==> config.mk <==
export PLATFORM = sky130hd
export DESIGN_NAME = ball_mover
export DESIGN_NICKNAME = d
export VERILOG_FILES = /design/src/rtl/ball_mover.sv
export SDC_FILE = /design/constraint.sdc
export NUM_CORES = 1
export LEC_CHECK = 0
export ABC_AREA = 1
export CAP_MARGIN = 5
export CORE_ASPECT_RATIO = 1.1
export CORE_MARGIN = 2
export CORE_UTILIZATION = 45
export DETAILED_ROUTE_END_ITERATION = 10
export PLACE_DENSITY = 0.77
export SYNTH_ARGS = -nofsm -noshare
export SYNTH_HDL_FRONTEND = slang
export SYNTH_SLANG_ARGS = --single-unit
==> constraint.sdc <==
create_clock -name clk -period 6.5 [get_ports clk]
set_clock_uncertainty 0.2 [all_clocks]
set_input_delay 1.3 -clock clk [delete_from_list [all_inputs] [get_ports clk]]
set_output_delay 1.3 -clock clk [all_outputs]
set_load 0.01 [all_outputs]
==> src/rtl/ball_mover.sv <==
`default_nettype none
// ============================================================================
// Module      : ball_mover
// Description : Per-frame ball position engine feeding the ball renderer.
//               Keeps position, velocity and an active flag for CNT ball
//               slots. On each frame_tick it walks the slots one per clock.
//               For each active slot it integrates velocity, bounces off the
//               left, right and top walls (and the paddle when enabled), and
//               retires balls that fall past the bottom of the screen.
// Options     : `define BALL_PADDLE_EN enables the paddle bounce. Without it,
//               paddle_x and paddle_w are ignored.
// Ports       : clk, rst_n (async, active low)
//               frame_tick          - starts a sweep when idle
//               size                - ball radius in pixels
//               launch_*            - slot write request (accepted when idle)
//               paddle_x/paddle_w   - paddle span on the paddle row
//               xs/ys               - packed positions, slot i at [i*10+:10]
//               balls               - active flags
//               busy/done           - sweep in progress / end-of-sweep pulse
//               lost                - slots retired during the current sweep
//               overrun             - sticky: tick arrived during a sweep
// Revision    : 1.0 - initial release
// ============================================================================
module ball_mover #(
    parameter  int CNT      = 3,
    parameter  int XMAX     = 640,
    parameter  int YMAX     = 480,
    parameter  int PADDLE_Y = 440,
    localparam int SW       = (CNT > 1) ? $clog2(CNT) : 1
) (
    input  logic              clk,
    input  logic              rst_n,
    input  logic              frame_tick,
    input  logic [5:0]        size,
    input  logic              launch_valid,
    output logic              launch_ready,
    input  logic [SW-1:0]     launch_slot,
    input  logic [9:0]        launch_x,
    input  logic [9:0]        launch_y,
    input  logic [3:0]        launch_vx,
    input  logic [3:0]        launch_vy,
    input  logic [9:0]        paddle_x,
    input  logic [9:0]        paddle_w,
    output logic [CNT*10-1:0] xs,
    output logic [CNT*10-1:0] ys,
    output logic [CNT-1:0]    balls,
    output logic              busy,
    output logic              done,
    output logic [CNT-1:0]    lost,
    output logic              overrun
);

    localparam logic signed [11:0] c_xlim = 12'(XMAX - 1);
    localparam logic signed [11:0] c_ymax = 12'(YMAX);
    localparam logic signed [11:0] c_pady = 12'(PADDLE_Y);
    localparam logic [SW:0]        c_cnt  = (SW + 1)'(CNT);
    localparam logic [SW-1:0]      c_last = SW'(CNT - 1);

    typedef enum logic [1:0] {
        IDLE   = 2'd0,
        UPDATE = 2'd1,
        DONE   = 2'd2
    } state_t;

    state_t r_state;
    state_t w_next;

    logic        [9:0]    r_x  [CNT];
    logic        [9:0]    r_y  [CNT];
    logic signed [3:0]    r_vx [CNT];
    logic signed [3:0]    r_vy [CNT];
    logic        [CNT-1:0] r_act;
    logic        [CNT-1:0] r_lost;
    logic                 r_overrun;
    logic        [SW-1:0] r_idx;

    logic signed [11:0] w_sz, w_cx, w_cy, w_nx, w_ny;
    logic signed [3:0]  w_vx, w_vy, w_nvx, w_nvy;
    logic               w_lose;
    logic               w_slot_ok;

    // Negation of a 4-bit velocity; -(-8) has no 4-bit encoding, so it saturates to 7.
    function automatic logic signed [3:0] sat_neg(input logic signed [3:0] v);
        return (v[3] && (v[2:0] == 3'b000)) ? 4'sd7 : -v;
    endfunction

    // ------------------------------------------------------------------------
    // FSM
    // ------------------------------------------------------------------------
    always_ff @(posedge clk or negedge rst_n) begin
        if (!rst_n) r_state <= IDLE;
        else        r_state <= w_next;
    end

    always_comb begin
        w_next       = r_state;
        launch_ready = 1'b0;
        busy         = 1'b0;
        done         = 1'b0;
        case (r_state)
            IDLE: begin
                launch_ready = 1'b1;
                if (frame_tick) w_next = UPDATE;
            end
            UPDATE: begin
                busy = 1'b1;
                if (r_idx == c_last) w_next = DONE;
            end
            DONE: begin
                busy   = 1'b1;
                done   = 1'b1;
                w_next = IDLE;
            end
            default: w_next = IDLE;
        endcase
    end

    // ------------------------------------------------------------------------
    // Motion datapath for the slot currently addressed by r_idx
    // ------------------------------------------------------------------------
`ifdef BALL_PADDLE_EN
    logic signed [11:0] w_px, w_pe;
`else
    logic w_unused_paddle;
    assign w_unused_paddle = ^{paddle_x, paddle_w};
`endif

    always_comb begin
        w_vx  = r_vx[r_idx];
        w_vy  = r_vy[r_idx];
        w_sz  = {6'd0, size};
        w_cx  = {2'b00, r_x[r_idx]};
        w_cy  = {2'b00, r_y[r_idx]};
        w_nx  = w_cx + {{8{w_vx[3]}}, w_vx};
        w_ny  = w_cy + {{8{w_vy[3]}}, w_vy};
        w_nvx = w_vx;
        w_nvy = w_vy;

        if (w_nx < w_sz) begin
            w_nx  = w_sz;
            w_nvx = sat_neg(w_vx);
        end else if (w_nx > c_xlim - w_sz) begin
            w_nx  = c_xlim - w_sz;
            w_nvx = sat_neg(w_vx);
        end

        if (w_ny < w_sz) begin
            w_ny  = w_sz;
            w_nvy = sat_neg(w_vy);
        end

`ifdef BALL_PADDLE_EN
        // Only a ball moving down that crosses the paddle row this step bounces;
        // the x test uses the wall-corrected position.
        w_px = {2'b00, paddle_x};
        w_pe = w_px + {2'b00, paddle_w};
        if ((w_vy > 4'sd0) && (w_cy + w_sz < c_pady) && (w_ny + w_sz >= c_pady) &&
            (w_nx >= w_px) && (w_nx < w_pe)) begin
            w_ny  = c_pady - w_sz - 12'sd1;
            w_nvy = sat_neg(w_vy);
        end
`endif

        w_lose = (w_ny >= c_ymax);
    end

    assign w_slot_ok = ({1'b0, launch_slot} < c_cnt);

    // ------------------------------------------------------------------------
    // Slot storage, sweep index, lost/overrun flags
    // ------------------------------------------------------------------------
    always_ff @(posedge clk or negedge rst_n) begin
        if (!rst_n) begin
            for (int i = 0; i < CNT; i++) begin
                r_x[i]  <= '0;
                r_y[i]  <= '0;
                r_vx[i] <= '0;
                r_vy[i] <= '0;
            end
            r_act     <= '0;
            r_lost    <= '0;
            r_overrun <= 1'b0;
            r_idx     <= '0;
        end else begin
            if ((r_state == IDLE) && launch_valid && w_slot_ok) begin
                r_x[launch_slot]   <= launch_x;
                r_y[launch_slot]   <= launch_y;
                r_vx[launch_slot]  <= launch_vx;
                r_vy[launch_slot]  <= launch_vy;
                r_act[launch_slot] <= 1'b1;
            end

            if (r_state == IDLE)        r_idx <= '0;
            else if (r_state == UPDATE) r_idx <= r_idx + SW'(1);

            if ((r_state == DONE) || ((r_state == IDLE) && frame_tick))
                r_lost <= '0;

            if ((r_state == UPDATE) && r_act[r_idx]) begin
                if (w_lose) begin
                    // Retired balls keep their last on-screen position.
                    r_act[r_idx]  <= 1'b0;
                    r_lost[r_idx] <= 1'b1;
                end else begin
                    r_x[r_idx]  <= w_nx[9:0];
                    r_y[r_idx]  <= w_ny[9:0];
                    r_vx[r_idx] <= w_nvx;
                    r_vy[r_idx] <= w_nvy;
                end
            end

            if (frame_tick && (r_state != IDLE)) r_overrun <= 1'b1;
        end
    end

    for (genvar g = 0; g < CNT; g++) begin : g_pack
        assign xs[g*10 +: 10] = r_x[g];
        assign ys[g*10 +: 10] = r_y[g];
    end

    assign balls   = r_act;
    assign lost    = r_lost;
    assign overrun = r_overrun;

endmodule
`default_nettype wire

# Word level (Yosys, flattened, before mapping)
# Index checks and enable logic that the tools add are counted.
word_totals:
  register_bits: 95
  in_bits: 60
  output_inout_bits: 70
op_classes:
  n_addsub: 6
  magnitude_cmp: 13
  n_eq_ne: 5
  mux: 68
  n_bitwise: 6
  n_reduce_logical: 19
ops:
  columns: ["cell", "n"]
  rows:
  - ["30-bit 2-to-1 mux", 6]
  - ["30-bit bitwise mux", 4]
  - ["12-bit 2-to-1 mux", 7]
  - ["10-bit 2-to-1 mux", 8]
  - ["12-bit bitwise mux", 4]
  - ["4-bit 2-to-1 mux", 11]
  - ["10-bit binary-select mux with 2-bit select", 2]
  - ["10-bit demux with 2-bit select", 2]
  - ["11-bit by 4-bit adder with 12-bit output", 2]
  - ["12-bit by 7-bit < comparator with 1-bit output", 2]
  - ["3-bit 2-to-1 mux", 6]
  - ["4-bit binary-select mux with 2-bit select", 2]
  - ["4-bit demux with 2-bit select", 2]
  - ["12-bit by 10-bit greater-or-equal comparator with 1-bit output, second input constant", 1]
  - ["12-bit by 11-bit > comparator with 1-bit output", 1]
  - ["1-bit logical AND", 11]
  - ["10-bit by 6-bit subtractor with 11-bit output, first input constant", 1]
  - ["2-bit 2-to-1 mux", 4]
  - ["4-bit negator", 2]
  - ["3-bit greater-or-equal comparator, second input constant", 2]
  - ["3-bit zero test", 2]
  - ["2-bit by 3-bit < comparator with 1-bit output, second input constant", 2]
  - ["3-bit by 1-bit < comparator with 1-bit output, second input constant", 2]
  - ["1-bit 2-to-1 mux", 6]
  - ["other kinds (18)", 25]

# Logic depth before layout (Yosys ltp)
# Gate-level depths: netlist of the first run.
depth:
  depth_word: 12
  mapped_depth: 32
  ltp_nobuf: 29

# Worst setup path after synthesis of the first run
# No wires, ideal clock.
synth_path:
  path_kind: "reg2reg"
  startpoint: "register r_idx[0]"
  endpoint: "register r_x, in the netlist xs[10]"
  setup_ns: 0.113
  arrival_time_ns: 4.553
  path_slack_ns: 1.634
  path_stages_with_launch: 32
  synth_period_minus_slack_ns: 4.866
  path_cell_list: "dfrtp_1 -> inv_2 -> buf_6 -> clkbuf_1 -> clkbuf_1 -> o21ai_0 -> o21ai_0 -> ha_1 -> fa_1 -> ha_1 -> o21ai_0 -> nand2_1 -> a21o_1 -> a21oi_1 -> o21bai_1 -> a21oi_1 -> nand3b_1 -> nor4_1 -> ha_1 -> clkbuf_1 -> clkinv_1 -> nand3_1 -> nor2_1 -> nand2_1 -> nand2_1 -> nand2_2 -> nand2_2 -> inv_1 -> buf_2 -> nand3_1 -> nand2_1 -> inv_1"
synth_between:
  elab_chain_cells: 11
synth_lines:
  columns: ["element", "line", "text"]
  rows:
  - ["from (decl)", "75", "logic [SW-1:0] r_idx;"]
  - ["from (signal assigned)", "194", "else if (r_state == UPDATE) r_idx <= r_idx + SW'(1);"]
  - ["branches (longest 10 deep; another with 11-bit by 4-bit adder with 12-bit output)", null, null]
  - ["30-bit 2-to-1 mux *", "199", "if ((r_state == UPDATE) && r_act[r_idx]) begin"]
  - ["to (signal, indexed assignment)", "186", "r_x[launch_slot] <= launch_x;"]
  - ["to (signal, indexed assignment)", "205", "r_x[r_idx] <= w_nx[9:0];"]
  - ["to (decl)", "68", "logic [9:0] r_x [CNT];"]
# Every way passes the cells marked *. The select of a mux whose other input is x is not followed.
# A chain may end at the register's enable or synchronous reset.

# Worst setup path in the final report of the first run
layout_path:
  startpoint: "register r_idx[0]"
  endpoint: "register r_vx[7] in the netlist's numbering"
layout_between:
  elab_chain_cells: 12
layout_lines:
  columns: ["element", "line", "text"]
  rows:
  - ["branches (longest 11 deep; another with 11-bit by 4-bit adder with 12-bit output)", null, null]
  - ["12-bit 2-to-1 mux *", "199", null]
  - ["to (signal, indexed assignment)", "188", "r_vx[launch_slot] <= launch_vx;"]
  - ["to (signal, indexed assignment)", "207", "r_vx[r_idx] <= w_nvx;"]
  - ["to (decl)", "70", "logic signed [3:0] r_vx [CNT];"]
# Marked as above.

==> out/metrics.cfg, run 1 <==
[floorplanning]
rows = 49
dieHeight_um = 139
die_x_um = 127
coreArea_sq_um = 16300
initial_core_util = 0.458
num_io_pins = 130
die_area_sq_um = 17600

[logic_synthesis]
synthTopCellsByCount = 318 x nand2_1, 162 x inv_1, 114 x o21ai_0
synthAdderAreaFrac = 0.0891
ys_ff_latch = 95
avgSynthCellArea_sq_um = 6.89
synth_compound_area_frac = 0.194
ys_types = 47
yosys.area.top_type = dfrtp_1
synth_top_area_share = 0.318
synthSimpleGateAreaFrac = 0.257
syn-num-nets = 1196
yosysWarnings = 0
netlist_area_sq_um = 7470
synth_xor_area_frac = 0.0129
synthMuxAreaShare = 0.0188
synth-edff-count = 0
synth_top_family_by_area = simple AND/OR/NAND/NOR gates
synth_ff_type = dfrtp_1
ys_top_cells_by_area = dfrtp_1 32%, nand2_1 16%, ha_1 8.4%
synth_cells = 1084
synth.most_common_cell = nand2_1
ys_seq_area_frac = 0.318
synthArstFlopShare = 1.00

[run]
drv_cap = 0

[layout]
area_growth_pct = 21.5
nNetsFinal = 1288
utilization = 0.556
drive_gt1_frac = 0.0619
regArea_sq_um = 2380
fillerInstances = 1544
fin_area_sq_um = 9070
multi_input_area_sq_um = 4280
stdcell_count = 1384
antennaDiodeCount = 0

[clocking]
cts-buffers-inserted = 9
post-cts-setup-buffers = 0
cts_buffer_depth = 2
htreeDepth = 3
clk_latency_ns = 0.37
cts.repair.resized = 0
cts-hold-fix-buffers = 0
cts_num_sinks = 95
clockRootBuffer = clkbuf_16
cts_tree = done
clkTransAtPathRegs_ns = 0.07

[route]
dr.pass1.iters = 5
vias = 7693
drtIter0Drc = 688
drc = 0
wl_per_cell_um = 16.6
ant_nets = 0
viasPerCell = 5.56
routed_wl_um = 22900

[placement]
placed_cell_area_sq_um = 8740
gp_congestion = 0.959
numPortBuffers = 109
place_hpwl_um = 16300
place_inst = 1369

[global_route]
busiest_layer = met2
met1_usage = 0.337
antenna_found_initial = 0
grt_max_degree = 64
grtUsageMet2 = 0.453
grt_pass1_vias = 7283
grt_use_met3 = 0.0374
grt_overflow = 0
grt_use_total = 0.265
grt_pass1_wl_um = 37200

[setup_path]
critPathArrivalTime_ns = 6.10
max_stage_delay_ns = 0.54
cp_max_fo = 31
path_class = reg2reg
slowest_stage = clkinvlp_4
cp.required_ns = 6.61
critPathLaunchType = flop
cp-end-kind = flop

[min_path]
min_path_type = reg2reg

[timing]
slew_violations = 0
tightest_slew_ns = 1.13
finalHoldViolCount = 0
min_period_over_period = 0.921
fin_hold_ws_ns = 0.255
fin_crit_ns = 5.99
max_slew_margin = 0.244
rsz0062_at_grt = yes
fmax_ghz = 0.167
setup-violations-final = 0

[run_status]
status = completed

-- state kept, by name (all words and copies together), names as in the netlist --
signal,cells
ys,30
r_idx,2
balls,3
r_vy,12
lost,3
r_vx,12
xs,30
overrun,1
r_state,2
-- stage by stage --
stage | TNS (ns) | setup WS [ns]
floorplan | 0 | 1.63
global placement | 0 | 0.569
detailed placement | 0 | 0.497
CTS | 0 | 0.444
global route | -0.0465 | -0.0234
finish | 0 | 0.513
-- area by class of cell --
| cell class | instances | area share |
|---|---|---|
| multi-input cells | 777 | 0.472 |
| flip-flops and latches | 95 | 0.262 |
| repair buffers | 124 | 0.132 |
| inverters | 169 | 0.0703 |
| well taps | 204 | 0.0281 |
| clock buffers | 9 | 0.0248 |
| clock inverters | 6 | 0.0105 |
-- cells by family (layout without fill, tap and decap cells) --
logic type      Yosys count  count (layout)
compound gates          246             246
simple gates            454             454
mux                      14              14
fa+ha+maj                52              52
xor+xnor                 11              11
flops                    95              95
buf+inv                 212             308
-- routing by layer --
metal | routed length, um | share of wire
met3 | 1510 | 0.066
met4 | 675 | 0.029
met2 | 11300 | 0.49
met5 | 0 | 0
met1 | 9430 | 0.41
-- worst paths after layout --
check,startpoint,endpoint,slack (ns),cells past startpoint
max,r_idx[0],r_vx[7],0.51,29
min,overrun,overrun,0.26,1
max reg2reg,r_idx[0],r_vx[7],0.51,29
min reg2reg,overrun,overrun,0.26,1
max in group asynchronous,rst_n,ys[3],4.23,2
min in group asynchronous,rst_n,xs[6],0.68,1
-- layout by cell type, fill, tap and decap left out, types with 3 or more instances in the layout --
cell	synthesis	final
a21oi_1	34	34
nand3_2	2	3
clkbuf_16	0	9
o21ai_1	22	23
o211ai_1	47	47
nand2_1	318	316
nor2_1	47	47
ha_1	50	50
inv_1	162	161
clkdlybuf4s50_1	0	108
dfrtp_1	95	95
a32oi_1	5	5
or2_2	10	10
nand3b_1	3	3
nand2_2	7	9
mux2i_1	14	14
xor2_1	10	10
o21bai_1	4	4
clkinvlp_4	0	3
nand4_1	10	10
nor3_1	5	5
o21ai_0	114	113
inv_2	6	6
buf_4	0	16
nand2_4	3	3
nand3_1	43	42
-- worst max-delay path, delay by kind of cell (launching register included) --
family                     cells  cell delay (ns)
xor gates and xnor gates       1             0.20
and+or+nand+nor               11             1.54
DFF                            1             0.38
AOI/OAI and AO/OA              5             0.80
adders and majority gates      3             0.89
buffers and inverters          9             1.88
Power of run 1 is not shown: default switching activity piles up to over one toggle a cycle in this logic, so the estimate is an artifact.
==> run 2: changes to the inputs <==
SKIP_LAST_GASP = 1   (was not set)
==> run 2 against run 1 <==
Compared with the run above: final cell count did not move; global-route usage did not move; first-iteration DRC count fell by 0.44%; final area barely moved; count of clock-buffer cells in the layout did not move; fmax fell by 0.16%; non-clock buffer count did not move.
==> out/metrics.cfg, run 2 (same netlist as run 1, synthesis figures left out) <==
[timing]
fin_crit_ns = 6.00
finalHoldViolCount = 0
slew_violations = 0
fmax_ghz = 0.167
max_slew_margin = 0.247
rsz0062_at_grt = yes
tightest_slew_ns = 1.13
setup-violations-final = 0
min_period_over_period = 0.923
fin_hold_ws_ns = 0.255

[placement]
gp_congestion = 0.959
placed_cell_area_sq_um = 8740
place_hpwl_um = 16300
numPortBuffers = 109
place_inst = 1369

[route]
drc = 0
ant_nets = 0
dr.pass1.iters = 5
top_layer = met4
routed_wl_um = 22900
drtIter0Drc = 685
wl_met3_um = 1480
met2_length_um = 11300
route.layer.met1.wl_um = 9480
vias = 7651
wl_per_cell_um = 16.5
viasPerCell = 5.53

[layout]
antennaDiodeCount = 0
layout_common_cells = 316 x nand2_1, 161 x inv_1, 114 x o21ai_0
drive_gt1_frac = 0.0610
area_growth_pct = 21.4
fin_area_sq_um = 9070
stdcell_count = 1384
final_common_cell = nand2_1
fillerInstances = 1544
nNetsFinal = 1288

[global_route]
grt_use_total = 0.265
grt_max_degree = 64
grt_overflow = 0
grt_pass1_wl_um = 37200
grt_pass1_vias = 7283
antenna_found_initial = 0

[floorplanning]
initial_core_util = 0.458
dieHeight_um = 139
die_area_sq_um = 17600
coreArea_sq_um = 16300
rows = 49
die_x_um = 127
num_io_pins = 130

[clocking]
cts-buffers-inserted = 9
htreeDepth = 3
cts_num_sinks = 95
cts_buffer_depth = 2
cts_tree = done
clkTransAtPathRegs_ns = 0.07
clk_latency_ns = 0.37
clockRootBuffer = clkbuf_16

[setup_path]
slowest_stage = clkinvlp_4
critPathArrivalTime_ns = 6.10
path_class = reg2reg
cp.required_ns = 6.61
cp_max_fo = 31
cp-end-kind = flop
critPathLaunchType = flop
max_stage_delay_ns = 0.54

[run_status]
status = completed

[run]
drv_cap = 0

[min_path]
min_path_type = reg2reg

[run 2: per-stage QoR]
stage | util | setup TNS [ns] | setup WS, ns
after floorplan | - | 0 | 1.63
after global placement | 0.536 | 0 | 0.569
after detailed placement | 0.536 | 0 | 0.497
after CTS | 0.556 | 0 | 0.444
after global routing | 0.556 | -0.0849 | -0.0370
final | 0.556 | 0 | 0.504
[run 2: critical path: cells and delay by family, from the launching register on]
family                     cells  cell delay (ns)
AOI/OAI and AO/OA              5             0.81
xor gates and xnor gates       1             0.20
adders and majority gates      3             0.90
buffers and inverters          9             1.88
DFF                            1             0.38
and+or+nand+nor               11             1.54
[run 2: final timing paths]
| kind | end | slack (ns) | cells past startpoint | from |
|---|---|---|---|---|
| max reg2reg | xs[12] | 0.50 | 29 | r_idx[0] |
| max in group asynchronous | ys[25] | 4.22 | 2 | rst_n |
| min | overrun | 0.26 | 1 | overrun |
| min in group asynchronous | xs[6] | 0.68 | 1 | rst_n |
| max | xs[12] | 0.50 | 29 | r_idx[0] |
| min reg2reg | overrun | 0.26 | 1 | overrun |
[run 2: cell type report]
type | count | area, sq um | share of cell area
multi-input combinational | 777 | 4280 | 0.472
timing repair buffer | 124 | 1200 | 0.132
inverter | 169 | 638 | 0.0704
sequential | 95 | 2380 | 0.262
tap | 204 | 255 | 0.0281
clock buffer | 9 | 225 | 0.0248
clock inverter | 6 | 95.1 | 0.0105
[run 2: per-layer routing]
| metal | GRT usage | up-vias |
|---|---|---|
| li1 | - | 3700 |
| met5 | 0 | - |
| met1 | 0.337 | 3572 |
| met3 | 0.0374 | 59 |
| met2 | 0.453 | 320 |
| met4 | 0.105 | 0 |
[run 2: repair_timing]
item                                    in CTS  in global routing
buffers inserted                             0                  0
endpoints found under the setup margin       0                  5
endpoints found under the hold margin        0                  0
hold buffers                                 0                  0
gates resized for setup                      0                  1
Power of run 2 is left out for the same reason.
